===== src/rtl/seq_add_sub.sv =====
// Multi-cycle signed adder/subtractor that processes CHUNK bits per clock.
// Flags are registered on the final chunk and held until the next operation completes.
module seq_add_sub #(
    parameter int unsigned WIDTH = 64,
    parameter int unsigned CHUNK = 16
) (
    input  logic             clk,
    input  logic             rst_n,
    input  logic             start,
    input  logic             sub,
    input  logic [WIDTH-1:0] a,
    input  logic [WIDTH-1:0] b,
    output logic             busy,
    output logic             done,
    output logic [WIDTH-1:0] result,
    output logic             carry_out,
    output logic             overflow,
    output logic             zero,
    output logic             sign
);

    localparam int unsigned N    = WIDTH / CHUNK;
    localparam int unsigned CntW = (N > 1) ? $clog2(N) : 1;

    typedef enum logic [1:0] {StIdle, StRun, StDone} state_e;

    state_e            state_q, state_d;
    logic [CntW-1:0]   cnt_q, cnt_d;
    logic              carry_q, carry_d;
    logic              sub_q, sub_d;
    logic [WIDTH-1:0]  a_q, a_d;
    logic [WIDTH-1:0]  b_q, b_d;
    logic [WIDTH-1:0]  result_q, result_d;
    logic              carry_out_q, carry_out_d;
    logic              overflow_q, overflow_d;
    logic              zero_q, zero_d;
    logic              sign_q, sign_d;

    int unsigned       base;
    logic [WIDTH-1:0]  b_eff;
    logic [CHUNK-1:0]  a_chunk;
    logic [CHUNK-1:0]  b_chunk;
    logic [CHUNK:0]    chunk_sum;
    logic              msb_cin;
    logic              last;

    always_comb begin
        base      = int'(cnt_q) * CHUNK;
        b_eff     = sub_q ? ~b_q : b_q;
        a_chunk   = a_q[base +: CHUNK];
        b_chunk   = b_eff[base +: CHUNK];
        chunk_sum = {1'b0, a_chunk} + {1'b0, b_chunk} + {{CHUNK{1'b0}}, carry_q};
        // Carry into the top bit of this chunk; only meaningful on the last chunk.
        msb_cin   = a_chunk[CHUNK-1] ^ b_chunk[CHUNK-1] ^ chunk_sum[CHUNK-1];
        last      = (cnt_q == CntW'(N - 1));
    end

    always_comb begin
        state_d     = state_q;
        cnt_d       = cnt_q;
        carry_d     = carry_q;
        sub_d       = sub_q;
        a_d         = a_q;
        b_d         = b_q;
        result_d    = result_q;
        carry_out_d = carry_out_q;
        overflow_d  = overflow_q;
        zero_d      = zero_q;
        sign_d      = sign_q;

        unique case (state_q)
            StIdle: begin
                if (start) begin
                    a_d     = a;
                    b_d     = b;
                    sub_d   = sub;
                    cnt_d   = '0;
                    carry_d = sub;
                    state_d = StRun;
                end
            end
            StRun: begin
                result_d[base +: CHUNK] = chunk_sum[CHUNK-1:0];
                carry_d                 = chunk_sum[CHUNK];
                cnt_d                   = cnt_q + CntW'(1);
                if (last) begin
                    cnt_d       = '0;
                    state_d     = StDone;
                    carry_out_d = chunk_sum[CHUNK];
                    overflow_d  = msb_cin ^ chunk_sum[CHUNK];
                    zero_d      = (result_d == '0);
                    sign_d      = result_d[WIDTH-1];
                end
            end
            StDone: begin
                state_d = StIdle;
            end
            default: begin
                state_d = StIdle;
            end
        endcase
    end

    always_ff @(posedge clk or negedge rst_n) begin
        if (!rst_n) begin
            state_q     <= StIdle;
            cnt_q       <= '0;
            carry_q     <= 1'b0;
            sub_q       <= 1'b0;
            a_q         <= '0;
            b_q         <= '0;
            result_q    <= '0;
            carry_out_q <= 1'b0;
            overflow_q  <= 1'b0;
            zero_q      <= 1'b0;
            sign_q      <= 1'b0;
        end else begin
            state_q     <= state_d;
            cnt_q       <= cnt_d;
            carry_q     <= carry_d;
            sub_q       <= sub_d;
            a_q         <= a_d;
            b_q         <= b_d;
            result_q    <= result_d;
            carry_out_q <= carry_out_d;
            overflow_q  <= overflow_d;
            zero_q      <= zero_d;
            sign_q      <= sign_d;
        end
    end

    assign busy      = (state_q == StRun);
    assign done      = (state_q == StDone);
    assign result    = result_q;
    assign carry_out = carry_out_q;
    assign overflow  = overflow_q;
    assign zero      = zero_q;
    assign sign      = sign_q;

endmodule


===== config.mk =====
export PLATFORM = sky130hd
export DESIGN_NAME = seq_add_sub
export DESIGN_NICKNAME = d
export VERILOG_FILES = /design/src/rtl/seq_add_sub.sv
export SDC_FILE = /design/constraint.sdc
export NUM_CORES = 1
export LEC_CHECK = 0
export BUFFER_PORTS_ARGS = -buffer_cell sky130_fd_sc_hd__buf_2
export CORE_MARGIN = 2
export CORE_UTILIZATION = 40
export DETAILED_ROUTE_END_ITERATION = 10
export GPL_TIMING_DRIVEN = 0
export PLACE_DENSITY_LB_ADDON = 0.15
export SLEW_MARGIN = 40
export SYNTH_ARGS = -nofsm -noshare
export SYNTH_HDL_FRONTEND = slang
export SYNTH_SLANG_ARGS = --single-unit

===== constraint.sdc =====
create_clock -name clk -period 5.4 [get_ports clk]
set_clock_uncertainty 0.05 [all_clocks]
set_input_delay 1.08 -clock clk [delete_from_list [all_inputs] [get_ports clk]]
set_output_delay 1.08 -clock clk [all_outputs]
set_load 0.005 [all_outputs]

**Word level (Yosys, flattened, before mapping)**

Index checks and enable logic that the tools add are counted.

- $add $sub $neg: 4
- Equal/unequal tests: 5
- Shifts and indexed selects: 4
- Multiplexer cells: 10
- Bitwise operators: 4
- Reduce and logical (&&, ||, !) cells: 7

Operators with widths:

| kind | count |
|---|---|
| $shiftx 64x7->16 | 2 |
| $bwmux 64 | 1 |
| $logic_not 64->1 | 1 |
| $mux 64 | 1 |
| $not 64->64 | 1 |
| $shift 16x34->64 const A | 1 |
| $shiftx 16x34->64 | 1 |
| $neg 6->34 | 1 |
| $add 16x16->17 | 1 |
| $add 17x1->17 | 1 |
| $mux 2 | 4 |
| $pmux 2 s2 | 2 |
| $reduce_and 2->1 | 4 |
| $eq 2x2->1 const B | 2 |
| $xor 1x1->1 | 3 |
| $add 2x1->2 const B | 1 |
| $eq 2x1->1 const B | 1 |
| $logic_not 2->1 | 1 |
| $ne 2x1->1 const B | 1 |
| $ne 2x2->1 const B | 1 |
| $pmux 1 s2 | 1 |
| $reduce_bool 2->1 | 1 |
| $mux 1 | 1 |

- Register bits: 202
- Bits of input ports: 132

**Depth between registers and ports, before layout**

- Word-level depth: 8
- Gate-level depth with buffers: 16
- Gate-level depth less buffers: 13

**Worst setup path after synthesis**

No wires, ideal clock.

- Path type: flip-flop to flip-flop
- Start: register cnt_q[0]
- End: register zero_q (netlist: zero)
- Library setup time: 0.103 ns
- Arrival: 4.217 ns
- Required time: 5.247 ns
- Path slack: 1.029 ns
- Cell stages (with the launch flop): 17
- Buffers on the path: 3
- Clock period less this slack: 4.371 ns
- Cells stage by stage: dfrtp_1 buf_4 clkbuf_1 buf_2 mux4_2 xnor2_1 fa_1 inv_1 fa_1 a21oi_1 a2bb2oi_1 o21a_1 o211a_1 xnor2_2 a2111oi_2 nand4_1 o41ai_2

- Cells in the longest elaborated chain, start to end: 6
- Elaborated cells between the ends (all ways): 11
- Those cells by class: add/sub: 3; eq/ne: 1; shift: 4; mux: 1; reduce/logical: 2

RTL lines:

| element | line | text |
|---|---|---|
| start, declared | 28 | `logic [CntW-1:0] cnt_q, cnt_d;` |
| start signal, assigned | 119 | `cnt_q <= cnt_d;` |
| $shiftx 64x7->16 (on tied branches) | 50, 51 |  |
| $add 16x16->17 | 52 | `chunk_sum = {1'b0, a_chunk} + {1'b0, b_chunk} + {{CHUNK{1'b0}}, carry_q};` |
| $add 17x1->17 | 52 |  |
| $shiftx 16x34->64 | 83 | `result_d[base +: CHUNK] = chunk_sum[CHUNK-1:0];` |
| $bwmux 64 | 83 |  |
| $logic_not 64->1 | 91 | `zero_d = (result_d == '0);` |
| end signal, assigned | 127 | `zero_q <= zero_d;` |
| end, declared | 36 | `logic zero_q, zero_d;` |

Several ways; a longest one is shown, not always the timed one.
A chain may end at the register's enable or synchronous reset.

**Worst setup path after layout**

- Start: register cnt_q[1]
- End: register zero_q (netlist: zero)

The elaborated chain is that of the path after synthesis.

==> results.sh <==
export IMPL_grt_met3_usage_pct=3.17
export IMPL_gr_max_usage_layer="met2"
export IMPL_firstDrtPassIters=5
export IMPL_ys_types=64
export IMPL_numCtsBuffers=23
export IMPL_placed_area_um2=11300
export IMPL_cap_violations=0
export IMPL_grt_usage_pct=23.2
export IMPL_grt_ovfl_total=0
export IMPL_crit_type="reg2reg"
export IMPL_synth_area_leaders="dfrtp_1 52%, nand2_1 17%, mux4_2 7.4%, a22o_1 3.6%, ha_1 2.7%"
export IMPL_final_hold_viol_count=0
export IMPL_wl_per_cell_um=18.6
export IMPL_required_ps=5760
export IMPL_fin_cells=1579
export IMPL_synth_edff_count=0
export IMPL_vias_per_cell=5.13
export IMPL_grt_pass1_vias=8296
export IMPL_dieWidth_um=160
export IMPL_fin_crit_sh_pct=93.9
export IMPL_postRouteWirelength_um=29400
export IMPL_ys_seq_elements=202
export IMPL_drive_gt1_share_pct=23.8
export IMPL_clk_latency_ps=520
export IMPL_layout_nets=1394
export IMPL_design_area_um2=12100
export IMPL_grt_max_degree=75
export IMPL_antenna_found_initial=0
export IMPL_cts_root_buf="clkbuf_16"
export IMPL_htreeDepth=1
export IMPL_use_met1_pct=32.3
export IMPL_endpoint_kind="flop"
export IMPL_cts_clk_slew_worst_paths_ps=60
export IMPL_postCtsSetupBuffers=0
export IMPL_path_max_fanout=10
export IMPL_dieArea_um2=25700
export IMPL_cts_sinks=202
export IMPL_core_area_um2=24100
export IMPL_grt_util_met2_pct=38.1
export IMPL_antenna_cells=0
export IMPL_fmax_mhz=197
export IMPL_drt_iter0_drc=567
export IMPL_rsz0062_at_grt="no"
export IMPL_dp_final_hpwl_um=21700
export IMPL_synth_top_area_cell="dfrtp_1"
export IMPL_drc=0
export IMPL_final_util_pct=50.1
export IMPL_cts_tree="done"
export IMPL_synth_cell_area_um2=9760
export IMPL_async_flop_share_pct=100
export IMPL_ctsLongestPathBuffers=3
export IMPL_area_growth_syn_to_layout_pct=23.6
export IMPL_syn_avg_cell_area_um2=9.65
export IMPL_die_y_um=160
export IMPL_pin_count=202
export IMPL_tightest_slew_ps=940
export IMPL_grt_pass1_wl_um=46200
export IMPL_synth_cells=1012
export IMPL_hold_buffers=0
export IMPL_yosys_warnings=0
export IMPL_status="complete, no violations"
export IMPL_arrival_ps=5430
export IMPL_placed_cells=1539
export IMPL_fin_crit_ps=5070
export IMPL_initial_core_util_pct=40.5
export IMPL_slew_violations=0
export IMPL_slew_headroom_pct=36.9
export IMPL_hold_path_class="reg2reg"
export IMPL_seq_area_frac_synth_pct=51.8
export IMPL_cts_resized=1
export IMPL_synth_ff_type="dfrtp_1"
export IMPL_cp_start_kind="flop"
export IMPL_num_rows=57
export IMPL_antenna_left=0
export IMPL_io_buffers=201
export IMPL_vias=8106
export IMPL_syn_nets=1167
export IMPL_setup_viol=0
export IMPL_gp_congestion=0.866
export IMPL_synth_top_cell_area_share_pct=51.8
[path summary, 6_finish.rpt]
| kind | start | endpoint | slack [ps] | cells after the start |
|---|---|---|---|---|
| max in group asynchronous | rst_n | b_q[53]$_DFFE_PN0P_ | 4120 | 2 |
| max reg2reg | cnt_q[1]$_DFFE_PN0P_ | zero$_DFFE_PN0P_ | 330 | 14 |
| max | cnt_q[1]$_DFFE_PN0P_ | zero$_DFFE_PN0P_ | 330 | 14 |
| min reg2reg | b_q[16]$_DFFE_PN0P_ | b_q[16]$_DFFE_PN0P_ | 420 | 2 |
| min in group asynchronous | rst_n | cnt_q[1]$_DFFE_PN0P_ | 460 | 1 |
| min | b_q[16]$_DFFE_PN0P_ | b_q[16]$_DFFE_PN0P_ | 420 | 2 |
[Yosys cell counts, types with 2 or more instances]
cell type,count
o221ai_1,2
o31ai_1,4
nand3_1,9
mux2i_1,2
ha_1,21
o21bai_1,2
a21o_1,6
nand4bb_1,3
nand2b_1,3
nor4_1,13
buf_4,3
nor3_1,7
a2bb2oi_1,2
buf_2,6
and2_1,5
o21ai_0,31
xor2_1,20
o21ai_1,4
a32oi_1,2
a22o_1,40
clkbuf_1,42
fa_1,2
o2111ai_1,2
nand4_1,6
inv_1,14
o41ai_2,2
a21oi_1,22
or2_2,2
o22ai_1,2
dfrtp_1,202
nor2_1,17
mux4_2,32
nand2_1,440
xnor2_1,8
a221oi_1,2
nor2b_1,4
[area by class of cell]
class / count / area [um^2]
well taps: 324 / 405
fillers: 2372 / 12000
flip-flops and latches: 202 / 5050
plain buffers: 52 / 223
repair buffers: 203 / 1070
inverters: 14 / 52.6
multi-input cells: 743 / 4490
clock buffers: 33 / 653
clock inverters: 8 / 119
[worst max-delay path, stage by stage (launching register included)]
cell and delay, ps:
dfrtp_1 440, clkbuf_1 350, clkbuf_1 610, clkbuf_2 440, mux4_2 390, ha_1 320, buf_6 150, a21o_1 230
a31oi_2 260, a211oi_1 180, o41ai_2 490, o21ai_1 170, xnor2_2 420, a32oi_1 140, o41ai_2 310
[state kept, by name, indices dropped and copies added, names as in the netlist]
register,cells
state_q,2
carry_out,1
a_q,64
result,64
carry_q,1
sub_q,1
zero,1
b_q,64
cnt_q,2
sign,1
overflow,1
[per-stage QoR]
| stage | setup WS [ps] | hold WS [ps] | setup TNS [ps] |
|---|---|---|---|
| 3_3_place_gp | -291 | 404 | -53420 |
| 4_1_cts | 94.1 | 424 | 0 |
| 5_1_grt | 64.1 | 437 | 0 |
| 6_report | 327 | 420 | 0 |
| 3_5_place_dp | -249 | 409 | -933 |
| 2_1_floorplan | 1030 | 390 | 0 |
[cell usage in the layout, fill, tap and decap left out, types with 4 or more instances in the layout]
master / n
a21oi_1: 22
o21ai_1: 4
clkinv_2: 4
xor2_1: 17
mux4_2: 32
a21o_1: 6
clkbuf_8: 4
nor4_1: 13
o21ai_0: 31
and2_1: 5
buf_2: 206
a22o_1: 40
dfrtp_1: 202
ha_1: 21
nand3_1: 9
nand4_1: 6
nor3_1: 7
o31ai_1: 4
xnor2_2: 5
inv_1: 14
nor2b_1: 4
xnor2_1: 4
clkbuf_1: 46
nand2_1: 440
clkbuf_16: 23
nor2_1: 17
[logic make-up (layout without fill, tap and decap cells)]
kind of cell             after synthesis  count (layout)  share of synthesized area, %
multiplexers                          34              34                          7.59
AND/OR/NAND/NOR                      518             518                          21.6
buffers and inverters                 67             310                          2.84
AO/OA/AOI/OAI                        139             139                          10.5
adder cells (fa/ha/maj)               23              23                          3.10
flip-flops                           202             202                          51.8
XOR/XNOR                              29              29                          2.68
[routing by layer]
| metal | vias to the layer above | wire length [um] |
|---|---|---|
| met2 | 280 | 13700 |
| met5 | - | 0 |
| met1 | 3877 | 13100 |
| met4 | 0 | 934 |
| li1 | 3890 | - |
| met3 | 59 | 1670 |
Power is left out: the tool's default activity adds up to more than one toggle a clock period on the data nets, which glitch-free logic cannot reach.
